--- src/rtl/ilm_accumulator_pkg.sv ---
// Shared constants, state type and saturation helpers for the ILM accumulator.
package ilm_pkg;

  localparam int PROD_W   = 17;
  localparam int MAG_W    = 16;
  localparam int SIGN_BIT = 16;

  typedef enum logic {
    ACC  = 1'b0,
    DONE = 1'b1
  } acc_state_t;

  // Largest positive value of a w-bit two's-complement accumulator (w <= 32).
  function automatic logic signed [32:0] acc_max(input int w);
    logic signed [32:0] one;
    one = 33'sd1;
    return (one <<< (w - 1)) - 33'sd1;
  endfunction

  // Most negative value of a w-bit two's-complement accumulator (w <= 32).
  function automatic logic signed [32:0] acc_min(input int w);
    logic signed [32:0] one;
    one = 33'sd1;
    return -(one <<< (w - 1));
  endfunction

endpackage

--- src/rtl/ilm_accumulator_if.sv ---
// Product-in / result-out handshake bundle of the ILM accumulator.
interface ilm_accumulator_if
  import ilm_pkg::*;
#(
  parameter int ACC_W = 24,
  parameter int CNT_W = 8
);

  logic              in_valid;
  logic              in_ready;
  logic [PROD_W-1:0] in_prod;
  logic              in_last;
  logic              out_valid;
  logic              out_ready;
  logic [ACC_W-1:0]  out_acc;
  logic [CNT_W-1:0]  out_cnt;
  logic              out_ovf;

  // Producer of beats and consumer of results.
  modport master (
    output in_valid, in_prod, in_last, out_ready,
    input  in_ready, out_valid, out_acc, out_cnt, out_ovf
  );

  // The accumulator itself.
  modport slave (
    input  in_valid, in_prod, in_last, out_ready,
    output in_ready, out_valid, out_acc, out_cnt, out_ovf
  );

endinterface

--- src/rtl/ilm_accumulator_sm_to_tc.sv ---
// Sign-magnitude ILM product to sign-extended two's-complement converter.
module sm_to_tc
  import ilm_pkg::*;
#(
  parameter int OUT_W = 24
) (
  input  logic [PROD_W-1:0]       sm_i,
  output logic signed [OUT_W-1:0] tc_o
);

  logic [OUT_W-1:0] mag_ext;

  // Zero-extend the magnitude and negate when the sign is set; -0 naturally yields 0.
  always_comb begin
    mag_ext = {{(OUT_W - MAG_W){1'b0}}, sm_i[MAG_W-1:0]};
    tc_o    = sm_i[SIGN_BIT] ? -mag_ext : mag_ext;
  end

endmodule

--- src/rtl/ilm_accumulator.sv ---
// Streaming saturating dot-product accumulator fed by the ILM log multiplier.
module ilm_accumulator
  import ilm_pkg::*;
#(
  parameter int ACC_W = 24,
  parameter int CNT_W = 8
) (
  input logic               clk,
  input logic               rst,
  input logic               clear,
  ilm_accumulator_if.slave  bus
);

  localparam logic signed [ACC_W-1:0] ACC_MAX = ACC_W'(acc_max(ACC_W));
  localparam logic signed [ACC_W-1:0] ACC_MIN = ACC_W'(acc_min(ACC_W));

  acc_state_t              state_q, state_d;
  logic signed [ACC_W-1:0] acc_q, acc_d;
  logic [CNT_W-1:0]        cnt_q, cnt_d;
  logic                    ovf_q, ovf_d;

  logic signed [ACC_W-1:0] beat_val;
  logic signed [ACC_W:0]   sum;
  logic                    sum_pos_ovf;
  logic                    sum_neg_ovf;
  logic                    cnt_full;
  logic                    accept;

  sm_to_tc #(.OUT_W(ACC_W)) u_conv (
    .sm_i (bus.in_prod),
    .tc_o (beat_val)
  );

  assign bus.in_ready  = (state_q == ACC) && !clear;
  assign accept        = bus.in_valid && bus.in_ready;
  assign bus.out_valid = (state_q == DONE);
  assign bus.out_acc   = acc_q;
  assign bus.out_cnt   = cnt_q;
  assign bus.out_ovf   = ovf_q;

  // One extra bit of headroom; the top two bits disagreeing means the sum left the ACC_W range.
  assign sum         = {acc_q[ACC_W-1], acc_q} + {beat_val[ACC_W-1], beat_val};
  assign sum_pos_ovf = !sum[ACC_W] && sum[ACC_W-1];
  assign sum_neg_ovf = sum[ACC_W] && !sum[ACC_W-1];
  assign cnt_full    = &cnt_q;

  // Next-state logic: clear wins, otherwise accumulate in ACC or wait for the result handshake in DONE.
  always_comb begin
    state_d = state_q;
    acc_d   = acc_q;
    cnt_d   = cnt_q;
    ovf_d   = ovf_q;
    if (clear) begin
      state_d = ACC;
      acc_d   = '0;
      cnt_d   = '0;
      ovf_d   = 1'b0;
    end else begin
      case (state_q)
        ACC: begin
          if (accept) begin
            if (sum_pos_ovf) begin
              acc_d = ACC_MAX;
            end else if (sum_neg_ovf) begin
              acc_d = ACC_MIN;
            end else begin
              acc_d = sum[ACC_W-1:0];
            end
            cnt_d = cnt_full ? cnt_q : cnt_q + CNT_W'(1);
            ovf_d = ovf_q || sum_pos_ovf || sum_neg_ovf || cnt_full;
            if (bus.in_last) begin
              state_d = DONE;
            end
          end
        end
        DONE: begin
          if (bus.out_ready) begin
            state_d = ACC;
            acc_d   = '0;
            cnt_d   = '0;
            ovf_d   = 1'b0;
          end
        end
        default: state_d = ACC;
      endcase
    end
  end

  // State and datapath registers; reset drops any partial vector immediately.
  always_ff @(posedge clk or posedge rst) begin
    if (rst) begin
      state_q <= ACC;
      acc_q   <= '0;
      cnt_q   <= '0;
      ovf_q   <= 1'b0;
    end else begin
      state_q <= state_d;
      acc_q   <= acc_d;
      cnt_q   <= cnt_d;
      ovf_q   <= ovf_d;
    end
  end

endmodule

--- src/flat_wrapper.sv ---
// flat-port wrapper written by rule: the top's interface ports become plain ports
module ilm_accumulator_flat import ilm_pkg::*;
#(
  parameter int ACC_W = 24,
  parameter int CNT_W = 8
)
  (clk, rst, clear, bus_in_valid, bus_in_prod, bus_in_last, bus_out_ready, bus_in_ready, bus_out_valid, bus_out_acc, bus_out_cnt, bus_out_ovf);
  ilm_accumulator_if #(.ACC_W(ACC_W), .CNT_W(CNT_W)) bus_i ();
  input logic clk;
  input logic rst;
  input logic clear;
  input wire logic [$bits(bus_i.in_valid)-1:0] bus_in_valid;
  input wire logic [$bits(bus_i.in_prod)-1:0] bus_in_prod;
  input wire logic [$bits(bus_i.in_last)-1:0] bus_in_last;
  input wire logic [$bits(bus_i.out_ready)-1:0] bus_out_ready;
  output wire logic [$bits(bus_i.in_ready)-1:0] bus_in_ready;
  output wire logic [$bits(bus_i.out_valid)-1:0] bus_out_valid;
  output wire logic [$bits(bus_i.out_acc)-1:0] bus_out_acc;
  output wire logic [$bits(bus_i.out_cnt)-1:0] bus_out_cnt;
  output wire logic [$bits(bus_i.out_ovf)-1:0] bus_out_ovf;
  assign bus_i.in_valid = bus_in_valid;
  assign bus_i.in_prod = bus_in_prod;
  assign bus_i.in_last = bus_in_last;
  assign bus_i.out_ready = bus_out_ready;
  assign bus_in_ready = bus_i.in_ready;
  assign bus_out_valid = bus_i.out_valid;
  assign bus_out_acc = bus_i.out_acc;
  assign bus_out_cnt = bus_i.out_cnt;
  assign bus_out_ovf = bus_i.out_ovf;
  ilm_accumulator #(.ACC_W(ACC_W), .CNT_W(CNT_W)) u_core (.clk(clk), .rst(rst), .clear(clear), .bus(bus_i));
endmodule
--- config.mk ---
export PLATFORM = sky130hd
export DESIGN_NAME = ilm_accumulator_flat
export DESIGN_NICKNAME = d
export VERILOG_FILES = /design/src/rtl/ilm_accumulator_pkg.sv /design/src/rtl/ilm_accumulator_if.sv /design/src/rtl/ilm_accumulator_sm_to_tc.sv /design/src/rtl/ilm_accumulator.sv /design/src/flat_wrapper.sv
export SDC_FILE = /design/constraint.sdc
export NUM_CORES = 1
export LEC_CHECK = 0
export ABC_AREA = 1
export ABC_CLOCK_PERIOD_IN_PS = 1990
export CORE_MARGIN = 5
export CORE_UTILIZATION = 25
export CTS_CLUSTER_SIZE = 14
export DETAILED_ROUTE_END_ITERATION = 12
export PLACE_DENSITY_LB_ADDON = 0.05
export SYNTH_ARGS = -nofsm -noshare
export SYNTH_HDL_FRONTEND = slang
export SYNTH_HIERARCHICAL = 1
export SYNTH_SLANG_ARGS = --single-unit
export TNS_END_PERCENT = 50
--- constraint.sdc ---
create_clock -name clk -period 1.99 [get_ports clk]
set_input_delay 0.2985 -clock clk [delete_from_list [all_inputs] [get_ports clk]]
set_output_delay 0.2985 -clock clk [all_outputs]
set_load 0.01 [all_outputs]
==> flow_summary.ini, run 1 <==
[floorplanning]
coreArea_um2 = 15300
start_util_pct = 25.5
die-area_um2 = 18200
io_pins = 58
die_w_um = 135
rows = 45
die_h_um = 135

[pwr]
cellLeakagePower_nw = 3.56
p_per_area_nw_per_um2 = 1050
ir_drop_uv = 407

[clock_tree]
cts_buffer_depth = 2
htree_levels = 2
worstSkewPairLatency_ps = 300
cts_buffers = 5
cts_tree = done
cts.clk_slew.worst_paths_ps = 60
cts.sinks = 34
cts-root-buf = clkbuf_16

[route]
dr_total_vias = 4609
dr.pass1.iters = 4
ant_nets = 0
routed_wl_um = 14900
drt-initial-drc-count = 175
wl_per_cell_um = 14.1
viasPerCell = 4.36
drc = 0

[logic_synthesis]
synth_nets = 663
avgSynthCellArea_um2 = 6.36
yosysTopAreaCell = dfrtp_1
yosysUniqueCellTypes = 34
seq_area_frac_synth_pct = 21.8
yosysWarnings = 6
yosys-top-cells-count = 199 x nand2_1, 82 x inv_1, 55 x nand3_1
synth_edf_count = 0
synth_most_common_cell = nand2_1
synth_ff_type = dfrtp_1
synthCells = 613
synth_area_leaders = dfrtp_1 22%, nand2_1 19%, ha_1 8.3%
netlist_area_um2 = 3900
synth-seq-cells = 34
postSynth.asyncResetShare_pct = 100
yosysTopAreaCellShare_pct = 21.8

[cells_and_area]
antenna_cells = 0
final_nets = 895
drive_gt1_share_pct = 46.0
area_delta_synth_final_pct = 80.1
postLayoutCoreUtil_pct = 46.0
final_area_um2 = 7020

[worst_setup_path]
crit_fanout = 4
cp.arrival_ps = 2720
r2r_end = u_core/bus.out_acc[1]
path_cells = buf_6 -> nor2_4 -> nand2_2 -> buf_6 -> nor2_4 -> buf_12 -> a31oi_2 -> ha_1 -> nand2_2 -> nor2_4 -> nand2_2 -> nor2_4 -> nand2_4 -> nand4_1 -> nand2_4 -> buf_6 -> a21oi_4 -> nand2_1 -> nand2_1
cp_slowest_cell = ha_1
crit_top_cell = nor2_4
r2r-start = u_core/bus.out_acc[0]
cp.required_ps = 2230
slowest_delay_ps = 360
end_kind = flop
reg2reg_depth = 14
r2r_slack_ps = -230
worstSetupPathType = in2reg
start_kind = primary input

[status]
outcome = finished, violations left
violations = setup timing

[grt]
grtUsageMet3_pct = 2.24
grt_pass1_wl_um = 24200
grt_max_degree = 35
first_global_vias = 4658
grt.busiest_layer = met2
overflow = 0
grt_use_met1_pct = 23.0
antenna_found_initial = 0
globalRouteMet2Util_pct = 29.1
grt_usage_pct = 17.0

[sta]
max_slew_margin_pct = 66.9
tightest_slew_ps = 496
hold_viol = 0
finClkSkew_ps = 8.13
min_period_ps = 2480
max_freq_ghz = 0.403
setup_ws_ps = -489
grt_setup_unrepaired = yes
finalSetupViolCount = 25
finalCritPeriodShare_pct = 125
maxSlewViolCount = 0

[placed_design]
io_buffers = 57
place_hpwl_um = 11700
place_area_um2 = 5880
gp_congestion = 0.831

[run]
cap_violations = 0

[min_path]
min_path_type = in2async
power breakdown:
| group | switching [mW] | internal, mW | total (mW) |
|---|---|---|---|
| Clock | 0.357 | 0.592 | 0.949 |
| Sequential | 0.161 | 0.861 | 1.02 |
| Combinational | 2.66 | 2.72 | 5.38 |
| Total | 3.18 | 4.17 | 7.35 |
logic make-up (layout without fill, tap and decap cells):
group | count (synthesis) | in the layout | share of synthesized area [%]
XOR/XNOR | 22 | 22 | 4.95
flip-flops | 34 | 34 | 21.8
AND/OR/NAND/NOR | 376 | 377 | 45.1
adder cells (fa/ha/maj) | 27 | 27 | 8.86
AO/OA/AOI/OAI | 59 | 59 | 8.90
buffers and inverters | 95 | 327 | 10.4
cells in the final DEF (no fill, tap or decap), types with 7 or more instances in the layout:
cell and count:
buf_4 163, nand2_1 139, inv_1 72, nand2_2 65
nand3_1 45, clkdlybuf4s50_1 40, nor2_1 34, dfrtp_1 34
nand3_2 24, a21oi_1 17, nand4_1 17, ha_4 17
xor2_1 15, buf_6 13, nor2_4 13, nor2_2 13
nand2_4 10, o21ai_0 9, ha_1 9, inv_2 8
buf_2 7, a21oi_2 7, buf_12 7
per-layer routing:
metal	share of wire, %	vias up
met4	0.80	0
li1	-	2440
met2	48	39
met1	49	2122
met5	0	-
met3	2.0	8
state kept, by name, indices dropped and copies added, names as in the netlist:
register              cells
u_core/bus.out_acc       24
u_core/bus.out_cnt        8
u_core/bus.out_ovf        1
u_core/bus.out_valid      1
critical path: cells and delay by family:
kind / cells / cell delay, ps
AND/OR/NAND/NOR: 12 / 1220
buffers and inverters: 4 / 510
adder cells (fa/ha/maj): 1 / 360
AO/OA/AOI/OAI: 2 / 290
through the flow:
stage	setup WS (ps)	power (mW)	cells	hold WS [ps]	setup TNS, ps
floorplan	-343	3.29	613	440	-7720
global placement	-1450	5.36	1010	526	-33770
detailed placement	-1480	5.35	1010	514	-34610
CTS	-493	7.15	1050	427	-10970
global route	-631	7.95	1057	474	-14650
finish	-489	7.35	1057	415	-10430
repair_timing:
item / CTS / global route
pin swaps: 84 / 63
cloned: 1 / 0
resized for setup: 179 / 55
hold buffers: 0 / 0
endpoints found under the setup margin: 25 / 26
setup buffers: 31 / 7
how the worst max path moves through the flow:
| stage | slack [ps] | cells after the start | startpoint | to |
|---|---|---|---|---|
| floorplan | -340 | 20 | bus_in_prod[1] | u_core/bus.out_acc[18] |
| global placement | -1450 | 24 | bus_in_prod[0] | u_core/bus.out_acc[0] |
| detailed placement | -1480 | 24 | bus_in_prod[0] | u_core/bus.out_acc[0] |
| CTS | -490 | 21 | bus_in_prod[1] | u_core/bus.out_acc[0] |
| global route | -630 | 19 | bus_in_prod[4] | u_core/bus.out_acc[1] |
| finish | -490 | 19 | bus_in_prod[4] | u_core/bus.out_acc[1] |
cell type report:
cell class                      count  area [µm²]
Clock buffer                        5         125
Clock inverter                      3        45.0
Fill cell                        1592        8240
Inverter                           84         343
Multi-Input combinational cell    485        3400
Sequential cell                    34         851
Tap cell                          211         264
Timing Repair Buffer              235        1990
(Power assumes the default switching activity.)
==> run 2: changes to the inputs <==
--- a/config.mk
+++ b/config.mk
@@ -5,7 +5,6 @@
 export SDC_FILE = /design/constraint.sdc
 export NUM_CORES = 1
 export LEC_CHECK = 0
-export ABC_AREA = 1
 export ABC_CLOCK_PERIOD_IN_PS = 1990
 export CORE_MARGIN = 5
 export CORE_UTILIZATION = 25
@@ -16,4 +15,3 @@
 export SYNTH_HDL_FRONTEND = slang
 export SYNTH_HIERARCHICAL = 1
 export SYNTH_SLANG_ARGS = --single-unit
-export TNS_END_PERCENT = 50
==> run 2 against run 1 <==
The run still ends with setup timing left. Worst setup slack worse by 850 ps. Cell count is 29% lower. Die area decreased by 16%. Clock skew is essentially flat. Combinational power barely moved. Via count decreased by 22%.
==> flow_summary.ini, run 2 <==
[status]
outcome = finished, violations left
violations = setup timing

[clock_tree]
cts.clk_slew.worst_paths_ps = 60
htree_levels = 2
worstSkewPairLatency_ps = 290
cts_buffers = 5
cts.sinks = 34
cts-root-buf = clkbuf_16
cts_tree = done
cts_buffer_depth = 2
hold_buffers = 0

[sta]
maxSlewViolCount = 0
min_period_ps = 3330
timing.setup.tns_ps = -31930
hold_viol = 0
max_freq_ghz = 0.300
hold_slack_ps = 442
grt_setup_unrepaired = yes
tightest_slew_ps = 495
setup_ws_ps = -1340
finalSetupViolCount = 25
finClkSkew_ps = 7.98
max_slew_margin_pct = 66.9
finalCritPeriodShare_pct = 167

[cells_and_area]
final_nets = 624
drive_gt1_share_pct = 45.9
antenna_cells = 0
mostFrequentLayoutCells = 149 x buf_4, 43 x clkdlybuf4s50_1, 34 x dfrtp_1
stdcell_count = 747
area_delta_synth_final_pct = 80.4
n_fill_cell = 1298
largest_reg_flops = 24
final_common_cell = buf_4

[logic_synthesis]
yosysTopAreaCell = dfrtp_1
synth_compound_gate_area_share_pct = 31.6
synth_nets = 414
netlist_area_um2 = 3220
postSynth.asyncResetShare_pct = 100
synth_edf_count = 0
yosys-top-cells-count = 34 x a21oi_1, 34 x dfrtp_1, 33 x nand2_1
avgSynthCellArea_um2 = 8.85
yosysUniqueCellTypes = 61
synth_area_leaders = dfrtp_1 26%, ha_1 10%, xnor2_1 5.7%
synth-seq-cells = 34
synthCells = 364
muxShareOfSynthArea_pct = 0.621
synthAdderAreaFrac_pct = 10.7
yosysWarnings = 6
synth_ff_type = dfrtp_1
seq_area_frac_synth_pct = 26.4
synth_top_family_by_area = compound AO/OA/AOI/OAI gates
synthXorXnorAreaFrac_pct = 8.97
yosysTopAreaCellShare_pct = 26.4
yosys.area_share.simple_pct = 16.7

[route]
dr_total_vias = 3584
wl_per_cell_um = 16.2
ant_nets = 0
viasPerCell = 4.80
drc = 0
dr.pass1.iters = 4
routed_wl_um = 12100
drt-initial-drc-count = 196

[floorplanning]
rows = 41
start_util_pct = 25.5
die_w_um = 124
die_h_um = 124
io_pins = 58
coreArea_um2 = 12600
die-area_um2 = 15300

[worst_setup_path]
r2r_slack_ps = -920
worstSetupPathType = in2reg
end_kind = flop
cp.arrival_ps = 3490
reg2reg_depth = 11
crit_fanout = 8
start_kind = primary input
r2r_end = u_core/bus.out_acc[0]
r2r-start = u_core/bus.out_acc[0]
cp.required_ps = 2150

[grt]
grt_pass1_wl_um = 19400
grt_max_degree = 35
overflow = 0
globalRouteMet2Util_pct = 26.4
grt.busiest_layer = met2
grt_use_met1_pct = 23.1
first_global_vias = 3694
grtUsageMet3_pct = 2.61
grt_usage_pct = 16.3
antenna_found_initial = 0

[placed_design]
place_hpwl_um = 9310
place_worst_setup_slack_ps = -2250
io_buffers = 57
gp_congestion = 0.856
placedCellCount = 718

[pwr]
cellLeakagePower_nw = 2.59
ir_drop_uv = 417
p_per_area_nw_per_um2 = 1270
p_total_mw = 7.35

[min_path]
min_path_type = in2async

[run]
cap_violations = 0
-- run 2: cell type report --
| class | instances | area [µm²] | share of cell area, % |
|---|---|---|---|
| clock inverter | 3 | 45.0 | 0.775 |
| timing repair buffer | 219 | 1830 | 31.5 |
| multi-input combinational | 301 | 2700 | 46.4 |
| tap | 172 | 215 | 3.70 |
| clock buffer | 5 | 125 | 2.15 |
| inverter | 13 | 48.8 | 0.840 |
| sequential | 34 | 851 | 14.6 |
-- run 2: worst max-delay path by stage --
stage | start | slack, ps | to
6_report | bus_in_prod[11] | -1340 | u_core/bus.out_acc[0]
5_1_grt | bus_in_prod[5] | -1460 | u_core/bus.out_acc[1]
4_1_cts | bus_in_prod[3] | -1380 | u_core/bus.out_acc[0]
3_5_place_dp | bus_in_prod[4] | -2250 | u_core/bus.out_acc[0]
3_3_place_gp | bus_in_prod[4] | -2190 | u_core/bus.out_acc[1]
2_1_floorplan | bus_in_prod[12] | -1510 | u_core/bus.out_acc[14]
-- run 2: kinds of logic (layout without fill, tap and decap cells) --
| kind of cell | Yosys count | after routing |
|---|---|---|
| flip-flops | 34 | 34 |
| adder cells (fa/ha/maj) | 27 | 27 |
| multiplexers | 2 | 2 |
| XOR/XNOR | 33 | 33 |
| AND/OR/NAND/NOR | 104 | 104 |
| buffers and inverters | 29 | 240 |
| AO/OA/AOI/OAI | 135 | 135 |
-- run 2: timing repair --
| action | in CTS | in global routing |
|---|---|---|
| cloned | 2 | 0 |
| resized for setup | 98 | 35 |
| buffers inserted | 16 | 5 |
| endpoints found under the setup margin | 25 | 25 |
| pin swaps | 57 | 33 |
-- run 2: per-stage QoR --
stage                     instance area (µm²)  util, %
after floorplan                          3350        -
after global placement                   5090     40.3
after detailed placement                 5090     40.3
after CTS                                5620     44.5
after global routing                     5810     46.1
final                                    5810     46.1
-- run 2: critical path, stage by stage --
cell       delay [ps]
buf_2             100
or4_4             530
or3_4             400
o31a_1            330
ha_4              250
a21oi_4           190
o21ai_4           110
a21oi_2           160
a21oi_4            70
a2111oi_4         350
a211oi_4           80
buf_6             140
buf_6             130
a221o_2           340
-- run 2: where the power goes --
group | switching (mW) | internal, mW | total, mW
sequential | 0.187 | 0.901 | 1.09
combinational | 2.38 | 2.97 | 5.35
clock | 0.328 | 0.591 | 0.919
total | 2.89 | 4.46 | 7.35
-- run 2: layer usage --
layer  vias to the layer above  share of wire [%]
met5                         -                  0
met4                         0               0.62
met3                         8                3.9
met2                        70                 46
met1                      1692                 50
li1                       1814                  -
